$ cat config.mk
export PLATFORM = sky130hd
export DESIGN_NAME = btn_debounce_multi
export DESIGN_NICKNAME = d
export VERILOG_FILES = /design/src/rtl/btn_debounce_multi.sv
export SDC_FILE = /design/constraint.sdc
export NUM_CORES = 1
export LEC_CHECK = 0
export ABC_AREA = 1
export CORE_MARGIN = 3
export CORE_UTILIZATION = 55
export CTS_CLUSTER_SIZE = 40
export DETAILED_ROUTE_END_ITERATION = 10
export PLACE_DENSITY = 0.75
export SLEW_MARGIN = 20
export SYNTH_ARGS = -nofsm -noshare
export SYNTH_HDL_FRONTEND = slang
export SYNTH_SLANG_ARGS = --single-unit
$ cat constraint.sdc
create_clock -name clk -period 3.25 [get_ports clk]
set_clock_uncertainty 0.15 [all_clocks]
set_input_delay 0.325 -clock clk [delete_from_list [all_inputs] [get_ports clk]]
set_output_delay 0.325 -clock clk [all_outputs]
set_load 0.1 [all_outputs]
$ cat src/rtl/btn_debounce_multi.sv
// btn_debounce_multi: N-channel push-button conditioner.
// Each channel runs a 2-flop synchroniser, then a debounce counter, and
// produces a clean level plus one-cycle press/release strobes.
// e_debug bypasses the debounce timing so the level follows the
// synchronised input directly.
// Optional feature macro: AUTO_REPEAT_EN (auto-repeat press strobes while held).
module btn_debounce_multi #(
  parameter int N_CH          = 3,
  parameter int CLKS_TO_WAIT  = 2500000,
  parameter int REPEAT_DELAY  = 12500000,
  parameter int REPEAT_PERIOD = 5000000
) (
  input  logic            clk,
  input  logic            rst_n,
  input  logic            e_debug,
  input  logic [N_CH-1:0] btn_in,
  output logic [N_CH-1:0] btn_level,
  output logic [N_CH-1:0] btn_press,
  output logic [N_CH-1:0] btn_release
);

  localparam int CNT_W = $clog2(CLKS_TO_WAIT);
  localparam logic [CNT_W-1:0] CNT_LAST = CNT_W'(CLKS_TO_WAIT - 1);

  // Refuse to elaborate with parameter values the counters cannot represent.
  if (N_CH < 1 || N_CH > 8 || CLKS_TO_WAIT < 2 ||
      REPEAT_DELAY < 1 || REPEAT_PERIOD < 1) begin : g_bad_params
    $error("btn_debounce_multi: parameter out of range");
  end

  logic [N_CH-1:0] sync_meta;
  logic [N_CH-1:0] sync;

  // Two-flop synchroniser for every raw pad input.
  always_ff @(posedge clk or negedge rst_n) begin
    if (!rst_n) begin
      sync_meta <= '0;
      sync      <= '0;
    end else begin
      sync_meta <= btn_in;
      sync      <= sync_meta;
    end
  end

  for (genvar g = 0; g < N_CH; g++) begin : g_ch
    logic [CNT_W-1:0] cnt;
    logic             level;
    logic             press;
    logic             rel;
    logic             flip;
    logic             rpt_fire;

    // The level flips once the input has differed long enough, or at once in debug.
    always_comb begin
      flip = 1'b0;
      if (sync[g] != level) begin
        flip = e_debug || (cnt == CNT_LAST);
      end
    end

    // Stable-time counter; any return to the current level restarts it.
    always_ff @(posedge clk or negedge rst_n) begin
      if (!rst_n) begin
        cnt <= '0;
      end else if (e_debug || (sync[g] == level) || flip) begin
        cnt <= '0;
      end else begin
        cnt <= cnt + CNT_W'(1);
      end
    end

`ifdef AUTO_REPEAT_EN
    localparam int RPT_MAX = (REPEAT_DELAY > REPEAT_PERIOD) ? REPEAT_DELAY : REPEAT_PERIOD;
    localparam int RPT_W   = (RPT_MAX > 1) ? $clog2(RPT_MAX) : 1;
    localparam logic [RPT_W-1:0] DELAY_LAST  = RPT_W'(REPEAT_DELAY - 1);
    localparam logic [RPT_W-1:0] PERIOD_LAST = RPT_W'(REPEAT_PERIOD - 1);

    logic [RPT_W-1:0] rpt_cnt;
    logic             rpt_first;

    // A repeat fires while held, never in a cycle where the level is changing.
    always_comb begin
      rpt_fire = level && !flip &&
                 (rpt_cnt == (rpt_first ? DELAY_LAST : PERIOD_LAST));
    end

    // Repeat timer: restarts on every level change, first interval is the long delay.
    always_ff @(posedge clk or negedge rst_n) begin
      if (!rst_n) begin
        rpt_cnt   <= '0;
        rpt_first <= 1'b1;
      end else if (flip || !level) begin
        rpt_cnt   <= '0;
        rpt_first <= 1'b1;
      end else if (rpt_fire) begin
        rpt_cnt   <= '0;
        rpt_first <= 1'b0;
      end else begin
        rpt_cnt <= rpt_cnt + RPT_W'(1);
      end
    end
`else
    assign rpt_fire = 1'b0;
`endif

    // Debounced level and registered strobes, aligned with the new level.
    always_ff @(posedge clk or negedge rst_n) begin
      if (!rst_n) begin
        level <= 1'b0;
        press <= 1'b0;
        rel   <= 1'b0;
      end else begin
        if (flip) begin
          level <= sync[g];
        end
        press <= (flip && sync[g]) || rpt_fire;
        rel   <= flip && !sync[g];
      end
    end

    assign btn_level[g]   = level;
    assign btn_press[g]   = press;
    assign btn_release[g] = rel;
  end

endmodule
==> results.md, run 1 <==
- I/O pin total: 15
- Mean Syn Cell Area: 7.78 µm²
- Sw Ratio: 24.5%
- Detailed-route via count: 3,377
- Final hold vios: 23
- Gate power share: slightly above 7%
- Yosys cell types: 25
- Worst hold path type: primary input to asynchronous set/reset pin
- Post-Synthesis Cells: 557
- Max cap viols: 0
- Worst-Margin Slew: approximately 0.98 ns
- Antenna cells: 0
- Fill cells: 659
- Skew-Pair Late Insertion Delay: 0.36 ns
- Register share of total power: 49.8%
- DRT iter0 DRCs: ~180
- Dpl hpwl: around 5700 µm
- Die Wd: 94.8 µm
- Nets: approximately 580
- Critical path's largest stage delay: around 1.2 ns
- Worst Path Required: around 2.8 ns
- Mapped Nets: 566
- Startpoint Class: flip-flop
- Pwr Total: around 2.1 mW
- Vias in the first global route: 3,165
- I/O Buffers: 14
- Final worst setup slack: 0.885 ns
- Commonest cells in the netlist: nor2_1, nand2_1, dfrtp_1, inv_1, nand3_1
- CTS tree: built
- Die H: between 90 and 100 µm
- Worst setup path category: flip-flop to output pin
- First-pass detailed-route iteration total: 5
- Minimum clock period: 2.37 ns
- Area contributors post-synth: dfrtp_1, nor2_1, nand2_1
- Arr. time, crit path: roughly 1.9 ns
- Initial core utilization: roughly three fifths
- # DRC: 0
- Final antenna-violating net count: 0
- R2R setup slack: around 1.1 ns
- Core Region: 0.00745 mm²
- Leakage: 1.88 nW
- Setup TNS: 0 ns
- Post-DR vias/cell: 5.03
- WL/cell: 11.8 µm
- P&R area growth vs syn: 8.72%
- Synth Cell Area: 0.00433 mm²
- Ys Warns: 0
- Post-synthesis sequential element count: just over 80
- Most common cell in the netlist: nor2_1
- Clock share of power: 43.0%
- Post-CTS Repair Setup Buffers: 0
- Total GRT Usage: a little under a fifth
- Clock buffer count from CTS: 9
- EDFF count, synth: 0
- Ratio of cells with drive above 1 in the final layout: around 7.7%
- Reg clk slew, reported paths: 0.09 ns
- Net load switching power: 0.509 mW
- Dominant synthesized flop cell: dfrtp_1
- Fin crit share: 72.8%
- Final setup viols: 0
- Peak VDD IR: between 0.0003 and 0.0004 V
- Fin. max-slew vios: 0
- Peak Freq: 0.423 GHz
- Critical path cell sequence: clkdlybuf4s50_1
- Buffers & Inverters on Critical Path: 1
- Setup crit end kind: output pin
- Slew HR: between 30% and 40%
- Clock sink count: 81
- Reg2Reg Launch Point: g_ch[0].cnt[0]
- Rows: 31
- DP Worst Slack: about 1.1 ns
- Post-cts resize count: 0
- Hold Buf Count CTS: 0
- RD Place Congestion: roughly 0.96
- First-pass GRT wire length: 13,600 µm
- Crit path max-delay cell type: clkdlybuf4s50_1
- R2R depth: 6
- Pint: approximately 1.6 mW
- Asr flop ratio synth: 100%
- Failing checks: hold timing
- H-tree levels: 3
- Hold slack: -0.0136 ns
- Pwr Density: 442 mW/mm²
- Top-area cell type share of the netlist area: 46.8%
- Post-Route WL: 7930 µm
- Unrepaired setup endpoints after global routing: false
- CTS Root Cell: clkbuf_8
- Largest net degree at the start of global routing: 82
- Result of the run: finished, violations left
- Bufs on Longest Clock Path: 2
- Top cell family by delay on the critical path: buffers and inverters
- CP max FO: 3
- Die area: 0.00898 mm²
- Initial antenna violation count: 0
- Cell type with the largest total area after synthesis: dfrtp_1
- Aggregate global routing overflow: 0
- R2R Path End: g_ch[0].cnt[20]
- Post-synthesis sequential area ratio: between 40% and 50%
-- power groups by stage --
stage	clock [mW]	combinational, mW	sequential, mW
after CTS	0.917	0.154	1.04
after global placement	0	0.152	1.05
after global routing	0.964	0.164	1.04
after detailed placement	0	0.153	1.06
after floorplan	0	0.124	1.05
final	0.896	0.150	1.04
-- cell usage in the layout, fill, tap and decap left out --
master | synthesis | layout
a21oi_1 | 1 | 1
buf_4 | 14 | 3
bufinv_16 | 0 | 3
clkbuf_8 | 0 | 9
clkdlybuf4s50_1 | 0 | 12
clkinv_1 | 1 | 1
clkinv_4 | 0 | 1
clkinvlp_4 | 0 | 1
dfrtp_1 | 81 | 81
ha_1 | 3 | 3
inv_1 | 40 | 40
inv_2 | 1 | 1
inv_6 | 0 | 2
nand2_1 | 143 | 143
nand2_2 | 2 | 2
nand3_1 | 39 | 39
nand3_2 | 3 | 3
nand3_4 | 1 | 1
nand4_1 | 12 | 12
nor2_1 | 144 | 144
nor2_2 | 13 | 13
nor2_4 | 4 | 4
nor3_1 | 3 | 3
o21ai_0 | 2 | 2
o21ai_1 | 1 | 1
o21bai_1 | 3 | 3
or2_2 | 1 | 1
xnor2_1 | 17 | 17
xor2_1 | 26 | 26
-- cell type report --
cell class              count  area (µm²)  area share [%]
multi-input cells         418        2010            42.7
repair buffers             15         143            3.03
inverters                  42         158            3.35
clock inverters             7         124            2.63
clock buffers               9         124            2.63
well taps                  99         124            2.63
flip-flops and latches     81        2030            43.0
-- worst reg2reg max path, stage by stage, from the launching register on --
cell	delay, ns
dfrtp_1	0.41
ha_1	0.27
nand3_2	0.14
nor2_1	0.06
nand3_1	0.11
nand3_1	0.59
a21oi_1	0.33
-- worst max path at each step --
| stage | start | endpoint | slack (ns) | cells past startpoint |
|---|---|---|---|---|
| finish | g_ch[1].level | btn_level[1] | 0.88 | 1 |
| global route | g_ch[1].level | btn_level[1] | 0.80 | 1 |
| CTS | g_ch[1].level | btn_level[1] | 0.86 | 1 |
| detailed placement | g_ch[0].cnt[0] | g_ch[0].cnt[20] | 1.09 | 6 |
| global placement | e_debug | g_ch[0].cnt[20] | 1.15 | 5 |
| floorplan | g_ch[2].cnt[0] | g_ch[2].cnt[19] | 1.67 | 9 |
-- routing by layer --
| layer | global-route usage, % | part of all wire [%] | vias to the layer above |
|---|---|---|---|
| li1 | - | - | 1731 |
| met1 | 25.4 | 47 | 1560 |
| met2 | 30.9 | 46 | 77 |
| met3 | 4.86 | 4.9 | 9 |
| met4 | 6.01 | 1.1 | 0 |
| met5 | 0 | 0 | - |
-- logic make-up after synthesis --
| group | count (synthesis) | share of synthesized area (%) |
|---|---|---|
| simple gates | 365 | 35.9 |
| flops | 81 | 46.8 |
| buf+inv | 58 | 6.79 |
| xor+xnor | 43 | 8.69 |
| compound gates | 7 | 0.982 |
| fa+ha+maj | 3 | 0.866 |
-- metrics by stage --
stage / instances / cell area [µm²] / util, % / hold WS, ns
after global placement: 655 / 4460 / 59.9 / 0.184
after CTS: 671 / 4710 / 63.3 / 0.0222
after detailed placement: 655 / 4460 / 59.9 / 0.192
after floorplan: 557 / 4330 / - / -0.121
final: 671 / 4710 / 63.3 / -0.0136
after global routing: 671 / 4710 / 63.3 / 0.0620
-- registers in the layout (all words and copies together) (netlist names) --
| name | count |
|---|---|
| sync | 3 |
| g_ch.level | 3 |
| g_ch.cnt | 66 |
| g_ch.press | 3 |
| g_ch.rel | 3 |
| sync_meta | 3 |
(Power assumes the default switching activity.)
==> run 2: changes to the inputs <==
--- a/config.mk
+++ b/config.mk
@@ -10,7 +10,7 @@
 export CORE_UTILIZATION = 55
 export CTS_CLUSTER_SIZE = 40
 export DETAILED_ROUTE_END_ITERATION = 10
-export PLACE_DENSITY = 0.75
+export PLACE_DENSITY = 0.78
 export SLEW_MARGIN = 20
 export SYNTH_ARGS = -nofsm -noshare
 export SYNTH_HDL_FRONTEND = slang
==> constraint.sdc (replaced) <==
create_clock -name clk -period 2.1 [get_ports clk]
set_clock_uncertainty 0.15 [all_clocks]
set_input_delay 0.21 -clock clk [delete_from_list [all_inputs] [get_ports clk]]
set_output_delay 0.21 -clock clk [all_outputs]
set_load 0.1 [all_outputs]
==> results.md, run 2 (synthesis results as in run 1) <==
- Detailed-route via count: approximately 3,400
- Aggregate global routing overflow: 0
- Die area: 0.00898 mm²
- R2R setup slack: 0.26 ns
- Highest-count cells in the layout ignoring fill and taps: nor2_1, nand2_1, dfrtp_1
- Most common cell after layout, fill and taps aside: nor2_1
- Unrepaired setup endpoints after global routing: false
- Reg2Reg Launch Point: g_ch[1].cnt[0]
- Peak Freq: ~0.54 GHz
- RD Place Congestion: approximately 0.92
- WL/cell: 12.0 µm
- Post-Route WL: 8100 µm
- R2R Path End: g_ch[1].cnt[15]
- Final antenna-violating net count: 0
- Fin. max-slew vios: 0
- Worst setup path category: flip-flop to flip-flop
- Crit path max-delay cell type: dfrtp_1
- Post-DR vias/cell: between 5 and 6
- Design Area, Final: approximately 0.0047 mm²
- Hold_sp: btn_in[1]
- Fin crit share: 87.7%
- Skew-Pair Late Insertion Delay: 0.34 ns
- Reg clk slew, reported paths: 0.09 ns
- Worst-Margin Slew: 0.455 ns
- Largest net degree at the start of global routing: 37
- Die Wd: roughly 95 µm
- Worst Path Required: 2.21 ns
- Post-cts resize count: 0
- Antenna cells: 0
- I/O Buffers: 14
- Utilization after layout: 62.7%
- Dpl hpwl: 6050 µm
- Rows: 31
- P&R area growth vs syn: 7.83%
- Startpoint Class: flip-flop
- Clock sink count: 81
- Ratio of cells with drive above 1 in the final layout: 9.39%
- Leakage: 1.89 nW
- Placement Cell Area: between 0.004 and 0.005 mm²
- Final setup viols: 0
- Initial antenna violation count: 0
- Arr. time, crit path: around 2.0 ns
- DRT iter0 DRCs: 183
- R2R depth: 6
- Setup TNS: 0 ns
- Nets: 579
- CTS Root Cell: clkbuf_8
- Max FFs per register: 66
- CTS tree: built
- Pwr Density: around 600 mW/mm²
- Hold EP: sync_meta[1]
- Max cap viols: 0
- Largest reg by FF count: g_ch.cnt
- First-pass GRT wire length: 14,200 µm
- Total GRT Usage: 19.9%
- Result of the run: finished, final reports clean
- Initial core utilization: 58.2%
- Core Region: 0.00745 mm²
- Worst hold path type: primary input to flip-flop
- I/O pin total: 15
- Critical path cell sequence: ha_1 > nand3_1 > nor2_1 > nand3_1 > nand3_2 > nor2_1
- Final hold vios: 0
- Setup crit end kind: flip-flop
- Vias in the first global route: 3,221
- H-tree levels: 3
- Minimum clock period: 1.84 ns
- Hold Path Stages: 1
- # DRC: 0
- First-pass detailed-route iteration total: 5
- CP max FO: 22
- Bufs on Longest Clock Path: 2
- Clock buffer count from CTS: 9
- Peak VDD IR: 0.000527 V
- Die H: 94.8 µm
- Critical path's largest stage delay: slightly above 0.4 ns
- Slew HR: 69.7%
## run 2: cell count changes in the layout (fill, tap and decap cells not counted), moves of 2 or more
cell             change
buf_4                +8
clkdlybuf4s50_1      -8
bufinv_16            -3
buf_12               +2
clkinv_4             +2
## run 2: layout make-up
type	count	area (µm²)
clock buffer	9	124
clock inverter	7	55.1
fill	675	2780
inverter	42	158
multi-input combinational	418	2010
sequential	81	2030
tap	99	124
timing repair buffer	18	173
## run 2: what timing repair did
| item | CTS | global route |
|---|---|---|
| hold buffers | 1 | 0 |
| setup buffers | 0 | 0 |
| hold endpoints to repair | 34 | 0 |
## run 2: critical path, delay by kind of cell, from the launching register on
| kind | cells | cell delay [ns] |
|---|---|---|
| flops | 1 | 0.41 |
| simple gates | 5 | 0.95 |
| fa+ha+maj | 1 | 0.24 |
## run 2: worst max path at each step
| stage | startpoint | end | slack [ns] | cells after the start |
|---|---|---|---|---|
| final | g_ch[1].cnt[0] | g_ch[1].cnt[15] | 0.26 | 6 |
| after global placement | e_debug | g_ch[1].cnt[21] | 0.31 | 4 |
| after detailed placement | e_debug | g_ch[1].cnt[15] | 0.25 | 4 |
| after CTS | g_ch[1].cnt[0] | g_ch[1].cnt[6] | 0.25 | 6 |
| after floorplan | g_ch[2].cnt[0] | g_ch[2].cnt[19] | 0.52 | 9 |
| after global routing | g_ch[1].cnt[0] | g_ch[1].cnt[6] | 0.11 | 6 |
## run 2: metal layers
| layer | up-vias | GRT usage (%) | part of all wire, % |
|---|---|---|---|
| met4 | 0 | 6.37 | 1.1 |
| met1 | 1585 | 27.1 | 49 |
| met5 | - | 0 | 0 |
| met3 | 9 | 4.38 | 3.8 |
| li1 | 1746 | - | - |
| met2 | 59 | 31.5 | 46 |
## run 2: through the flow
stage / cells / hold WS, ns / power (mW) / setup WS, ns
3_5_place_dp: 657 / 0.0443 / 1.88 / 0.245
5_1_grt: 674 / 0.137 / 2.99 / 0.106
3_3_place_gp: 657 / 0.0417 / 1.88 / 0.311
6_report: 674 / 0.147 / 2.87 / 0.258
2_1_floorplan: 557 / -0.236 / 1.82 / 0.522
4_1_cts: 674 / 0.136 / 2.91 / 0.252
## run 2: where the power goes
| part | switching [mW] | internal, mW | total [mW] |
|---|---|---|---|
| logic | 0.188 | 0.0572 | 0.245 |
| registers | 0.0192 | 1.58 | 1.60 |
| clock network | 0.584 | 0.437 | 1.02 |
| total | 0.791 | 2.08 | 2.87 |
